===== src/rtl/mem_arbiter.sv =====
// mem_arbiter: shares one single-ported memory between the fetch stage
// (instruction reads) and the memory stage (loads/stores). Data side has
// priority; a requester is never granted two cycles in a row, so the other
// side always gets a turn when both keep requesting.
// Build option: define ARB_STARVE_EN to add a fetch starvation counter that
// forces a fetch grant after STARVE_MAX consecutive lost cycles.
module mem_arbiter #(
  parameter int MEM_LAT    = 1,
  parameter int STARVE_MAX = 4
) (
  input  logic        clk,
  input  logic        rst_n,
  input  logic        if_req,
  input  logic [15:0] if_addr,
  output logic        if_gnt,
  output logic [15:0] if_rdata,
  output logic        if_rvalid,
  input  logic        d_req,
  input  logic        d_we,
  input  logic [15:0] d_addr,
  input  logic [15:0] d_wdata,
  output logic        d_gnt,
  output logic [15:0] d_rdata,
  output logic        d_rvalid,
  output logic [15:0] mem_addr,
  output logic [15:0] mem_wdata,
  output logic        mem_re,
  output logic        mem_we,
  input  logic [15:0] mem_rdata
);

  typedef enum logic {IDLE = 1'b0, ISSUE = 1'b1} state_t;

  // owner encoding used in the latched request and the return pipeline
  localparam logic OWN_IF = 1'b0;
  localparam logic OWN_D  = 1'b1;

  state_t      state_reg, state_next;
  logic        owner_reg, owner_next;
  logic        we_reg, we_next;
  logic [15:0] addr_reg, addr_next;
  logic [15:0] wdata_reg, wdata_next;

  logic        if_elig, d_elig;
  logic        fetch_prio;
  logic        if_win, d_win;

  logic [MEM_LAT-1:0] ret_valid_reg;
  logic [MEM_LAT-1:0] ret_owner_reg;
  logic               ret_valid, ret_owner;
  logic [15:0]        if_rdata_reg, d_rdata_reg;

  // a requester holding req during its own gnt cycle is still finishing the
  // previous transfer and must not be granted again
  assign if_elig = if_req && !if_gnt;
  assign d_elig  = d_req && !d_gnt;

`ifdef ARB_STARVE_EN
  localparam int CW = $clog2(STARVE_MAX + 1);
  logic [CW-1:0] starve_cnt_reg;

  // count consecutive edges where fetch waits without being granted/issued
  always_ff @(posedge clk or negedge rst_n) begin
    if (!rst_n) begin
      starve_cnt_reg <= '0;
    end else if (!if_req || if_gnt || if_win) begin
      starve_cnt_reg <= '0;
    end else if (starve_cnt_reg < CW'(STARVE_MAX)) begin
      starve_cnt_reg <= starve_cnt_reg + CW'(1);
    end
  end

  assign fetch_prio = (starve_cnt_reg >= CW'(STARVE_MAX));
`else
  assign fetch_prio = 1'b0;
`endif

  // arbitration and next-state: pick a winner among eligible requesters
  always_comb begin
    state_next = IDLE;
    owner_next = owner_reg;
    we_next    = we_reg;
    addr_next  = addr_reg;
    wdata_next = wdata_reg;
    if_win     = 1'b0;
    d_win      = 1'b0;
    if (if_elig && (fetch_prio || !d_elig)) begin
      if_win = 1'b1;
    end else if (d_elig) begin
      d_win = 1'b1;
    end
    if (if_win) begin
      state_next = ISSUE;
      owner_next = OWN_IF;
      we_next    = 1'b0;
      addr_next  = if_addr;
      wdata_next = '0;
    end else if (d_win) begin
      state_next = ISSUE;
      owner_next = OWN_D;
      we_next    = d_we;
      addr_next  = d_addr;
      wdata_next = d_wdata;
    end
  end

  // state register plus the latched winning request
  always_ff @(posedge clk or negedge rst_n) begin
    if (!rst_n) begin
      state_reg <= IDLE;
      owner_reg <= OWN_IF;
      we_reg    <= 1'b0;
      addr_reg  <= '0;
      wdata_reg <= '0;
    end else begin
      state_reg <= state_next;
      owner_reg <= owner_next;
      we_reg    <= we_next;
      addr_reg  <= addr_next;
      wdata_reg <= wdata_next;
    end
  end

  // memory strobes and grants exist only while an access is being issued
  assign if_gnt    = (state_reg == ISSUE) && (owner_reg == OWN_IF);
  assign d_gnt     = (state_reg == ISSUE) && (owner_reg == OWN_D);
  assign mem_we    = d_gnt && we_reg;
  assign mem_re    = (state_reg == ISSUE) && !(owner_reg == OWN_D && we_reg);
  assign mem_addr  = addr_reg;
  assign mem_wdata = wdata_reg;

  // return pipeline: one stage per cycle of memory latency; a read issued in
  // cycle N leaves the last stage in cycle N+MEM_LAT, aligned with mem_rdata
  genvar gi;
  generate
    for (gi = 0; gi < MEM_LAT; gi++) begin : g_ret
      if (gi == 0) begin : g_head
        // capture the read issued this cycle (stores leave a bubble)
        always_ff @(posedge clk or negedge rst_n) begin
          if (!rst_n) begin
            ret_valid_reg[gi] <= 1'b0;
            ret_owner_reg[gi] <= OWN_IF;
          end else begin
            ret_valid_reg[gi] <= mem_re;
            ret_owner_reg[gi] <= owner_reg;
          end
        end
      end else begin : g_stage
        // shift the in-flight read one stage closer to its return
        always_ff @(posedge clk or negedge rst_n) begin
          if (!rst_n) begin
            ret_valid_reg[gi] <= 1'b0;
            ret_owner_reg[gi] <= OWN_IF;
          end else begin
            ret_valid_reg[gi] <= ret_valid_reg[gi-1];
            ret_owner_reg[gi] <= ret_owner_reg[gi-1];
          end
        end
      end
    end
  endgenerate

  assign ret_valid = ret_valid_reg[MEM_LAT-1];
  assign ret_owner = ret_owner_reg[MEM_LAT-1];
  assign if_rvalid = ret_valid && (ret_owner == OWN_IF);
  assign d_rvalid  = ret_valid && (ret_owner == OWN_D);

  // remember the last returned word per requester so non-owners see it held
  always_ff @(posedge clk or negedge rst_n) begin
    if (!rst_n) begin
      if_rdata_reg <= '0;
      d_rdata_reg  <= '0;
    end else begin
      if (if_rvalid) if_rdata_reg <= mem_rdata;
      if (d_rvalid)  d_rdata_reg  <= mem_rdata;
    end
  end

  // returning data is forwarded in the same cycle it appears on mem_rdata
  assign if_rdata = if_rvalid ? mem_rdata : if_rdata_reg;
  assign d_rdata  = d_rvalid  ? mem_rdata : d_rdata_reg;

endmodule

===== config.mk =====
export PLATFORM = sky130hd
export DESIGN_NAME = mem_arbiter
export DESIGN_NICKNAME = d
export VERILOG_FILES = /design/src/rtl/mem_arbiter.sv
export SDC_FILE = /design/constraint.sdc
export NUM_CORES = 1
export LEC_CHECK = 0
export CELL_PAD_IN_SITES_DETAIL_PLACEMENT = 1
export CELL_PAD_IN_SITES_GLOBAL_PLACEMENT = 1
export CORE_ASPECT_RATIO = 1.5
export CORE_MARGIN = 5
export CORE_UTILIZATION = 32
export DETAILED_ROUTE_END_ITERATION = 8
export MAX_ROUTING_LAYER = met4
export PLACE_DENSITY = 0.83
export SYNTH_ARGS = -nofsm -noshare
export SYNTH_HDL_FRONTEND = slang
export SYNTH_SLANG_ARGS = --single-unit

===== constraint.sdc =====
create_clock -name clk -period 3.1 [get_ports clk]
set_input_delay 0.775 -clock clk [delete_from_list [all_inputs] [get_ports clk]]
set_output_delay 0.775 -clock clk [all_outputs]
set_load 0.05 [all_outputs]

==> qor.yml <==
status: "finished, final reports clean"
fin_crit_sh_pct: 87.5
dpl.hpwl_um: 5810
ys_top_cells_by_area: "dfrtp_1, mux2_2, a221o_1"
dieArea_um2: 10200
clock_latency_ns: 0.32
gp_congestion: 0.728
vdd_drop_max_uv: 414
syn_nets: 244
syn_area_um2: 2650
antenna_found_initial: 0
drc: 0
end_kind: "primary output"
p_leak_nw: 1.94
detail-route-antenna-nets: 0
stdcell_area_um2: 4430
num_antenna_cells: 0
hold_buffers: 0
powerDensity_nw_per_um2: 962
dr.pass1.iters: 4
finalSetupViolations: 0
port_buffers: 138
synth_seq_cells: 69
dpl_cell_area_um2: 4100
post-cts-setup-buffers: 0
avgSynthCellArea_um2: 15.1
rsz0062_at_grt: "false"
crit_fanout: 7
path_class: "reg -> out"
start_kind: "flip-flop"
seq_area_frac_synth_pct: 65.2
max-clock-path-buffers: 2
start_util_pct: 32.9
area_delta_synth_final_pct: 67.2
cp.arrival_ns: 1.94
grt-ovfl-total: 0
path_clk_slew_ns: 0.05
cts_root_buf: "clkbuf_16"
ctsHtreeMaxLevel: 3
grt_first_pass_wirelength_um: 11700
setup_tns_ns: 0
via_per_inst: 4.81
clock-sinks: 69
final_util_pct: 54.9
grt_max_degree: 40
grt_pass1_vias: 2263
cts_tree: "done"
fp.coreArea_um2: 8060
skew_ns: 0.00603
wl_per_cell_um: 17.7
drt_first_iter_violations: 76
finalHoldViolCount: 0
yosys.area.top_type: "dfrtp_1"
drv_slew: 0
drive_above_1_share_pct: 28.0
syn_inst: 175
maxSlewHeadroom_pct: 33.8
max_freq_mhz: 369
cts_resized: 0
grt_usage_pct: 15.1
max-cap-violations: 0
wl_um: 7600
post-route-min-period_ns: 2.71
required_ns: 2.32
worstMarginPinSlew_ns: 0.987
die_y_um: 121
nets: 390
synth_top_area_share_pct: 65.2
cts_buffers: 9
yosys_warnings: 0
netlist-cell-type-count: 17
rows: 40
io_pins: 139
dieWidth_um: 84.3
min_path_type: "in -> async"
vias: 2068
## worst paths after layout
kind | start | to | slack (ns) | depth (start not counted)
worst max-delay path | state_reg | mem_re | 0.39 | 2
worst min register to register | d_rdata_reg[12] | d_rdata_reg[12] | 0.50 | 1
worst min-delay path | rst_n | d_rdata_reg[2] | 0.50 | 1
min in group clk | d_rdata_reg[12] | d_rdata_reg[12] | 0.50 | 1
max in group asynchronous | rst_n | if_rdata_reg[9] | 1.93 | 2
worst max register to register | state_reg | mem_addr[8] | 1.29 | 3
## critical path, cell delays in order (launching register included)
cell	delay, ns
dfrtp_1	0.49
a21boi_0	0.26
clkdlybuf4s50_1	0.87
## cells by family after synthesis
logic type             Yosys count  share of synthesized area [%]
flip-flops                      69                           65.2
AO/OA/AOI/OAI                   37                           13.1
multiplexers                    33                           14.0
AND/OR/NAND/NOR                 23                           5.48
buffers and inverters           13                           2.22
## power breakdown
part           internal (W)  switching [W]  total [W]
sequential          0.00114      0.0000942    0.00124
clock              0.000778       0.000348    0.00113
combinational      0.000653        0.00124    0.00189
total               0.00257        0.00168    0.00426
## layout by cell type (no fill, tap or decap), drive strengths merged
cell,n
a221o,16
nor2b,3
nor3,1
o2bb2ai,1
clkdlybuf4s50,104
mux2i,1
clkinv,2
buf,41
and3,1
a21o,1
clkbuf,10
and2,17
inv,3
mux2,32
nand2,1
a21boi,2
dfrtp,69
a22o,17
bufinv,3
## per-layer routing
metal	up-vias	share of wire [%]	global-route usage, %
met4	0	2.5	6.64
met1	1034	38	16.3
met2	83	53	26.4
met5	-	0	-
li1	937	-	-
met3	14	6.3	3.60
## synthesized netlist by cell type (all sizes together)
| cell type | number |
|---|---|
| inv | 3 |
| mux2 | 32 |
| nor3 | 1 |
| o2bb2ai | 1 |
| a21boi | 2 |
| clkbuf | 2 |
| nor2b | 3 |
| and2 | 17 |
| mux2i | 1 |
| nand2 | 1 |
| a221o | 16 |
| a21o | 1 |
| dfrtp | 69 |
| a22o | 17 |
| buf | 8 |
| and3 | 1 |
## layout make-up
cell class	instances	area, µm²
timing repair buffer	145	1360
fill	830	3630
multi-input combinational	93	868
clock buffer	10	229
tap	105	131
sequential	69	1730
clock inverter	5	100
inverter	3	11.3
## through the flow
step | worst slack (ns) | cells | hold slack, ns | power, W
after floorplan | 0.715 | 175 | 0.471 | 0.00250
after global placement | 0.630 | 415 | 0.479 | 0.00312
after detailed placement | 0.547 | 415 | 0.486 | 0.00316
after CTS | 0.375 | 430 | 0.500 | 0.00432
after global routing | 0.284 | 430 | 0.507 | 0.00442
final | 0.388 | 430 | 0.497 | 0.00426
Note: power is estimated with default switching activity, not from simulation.
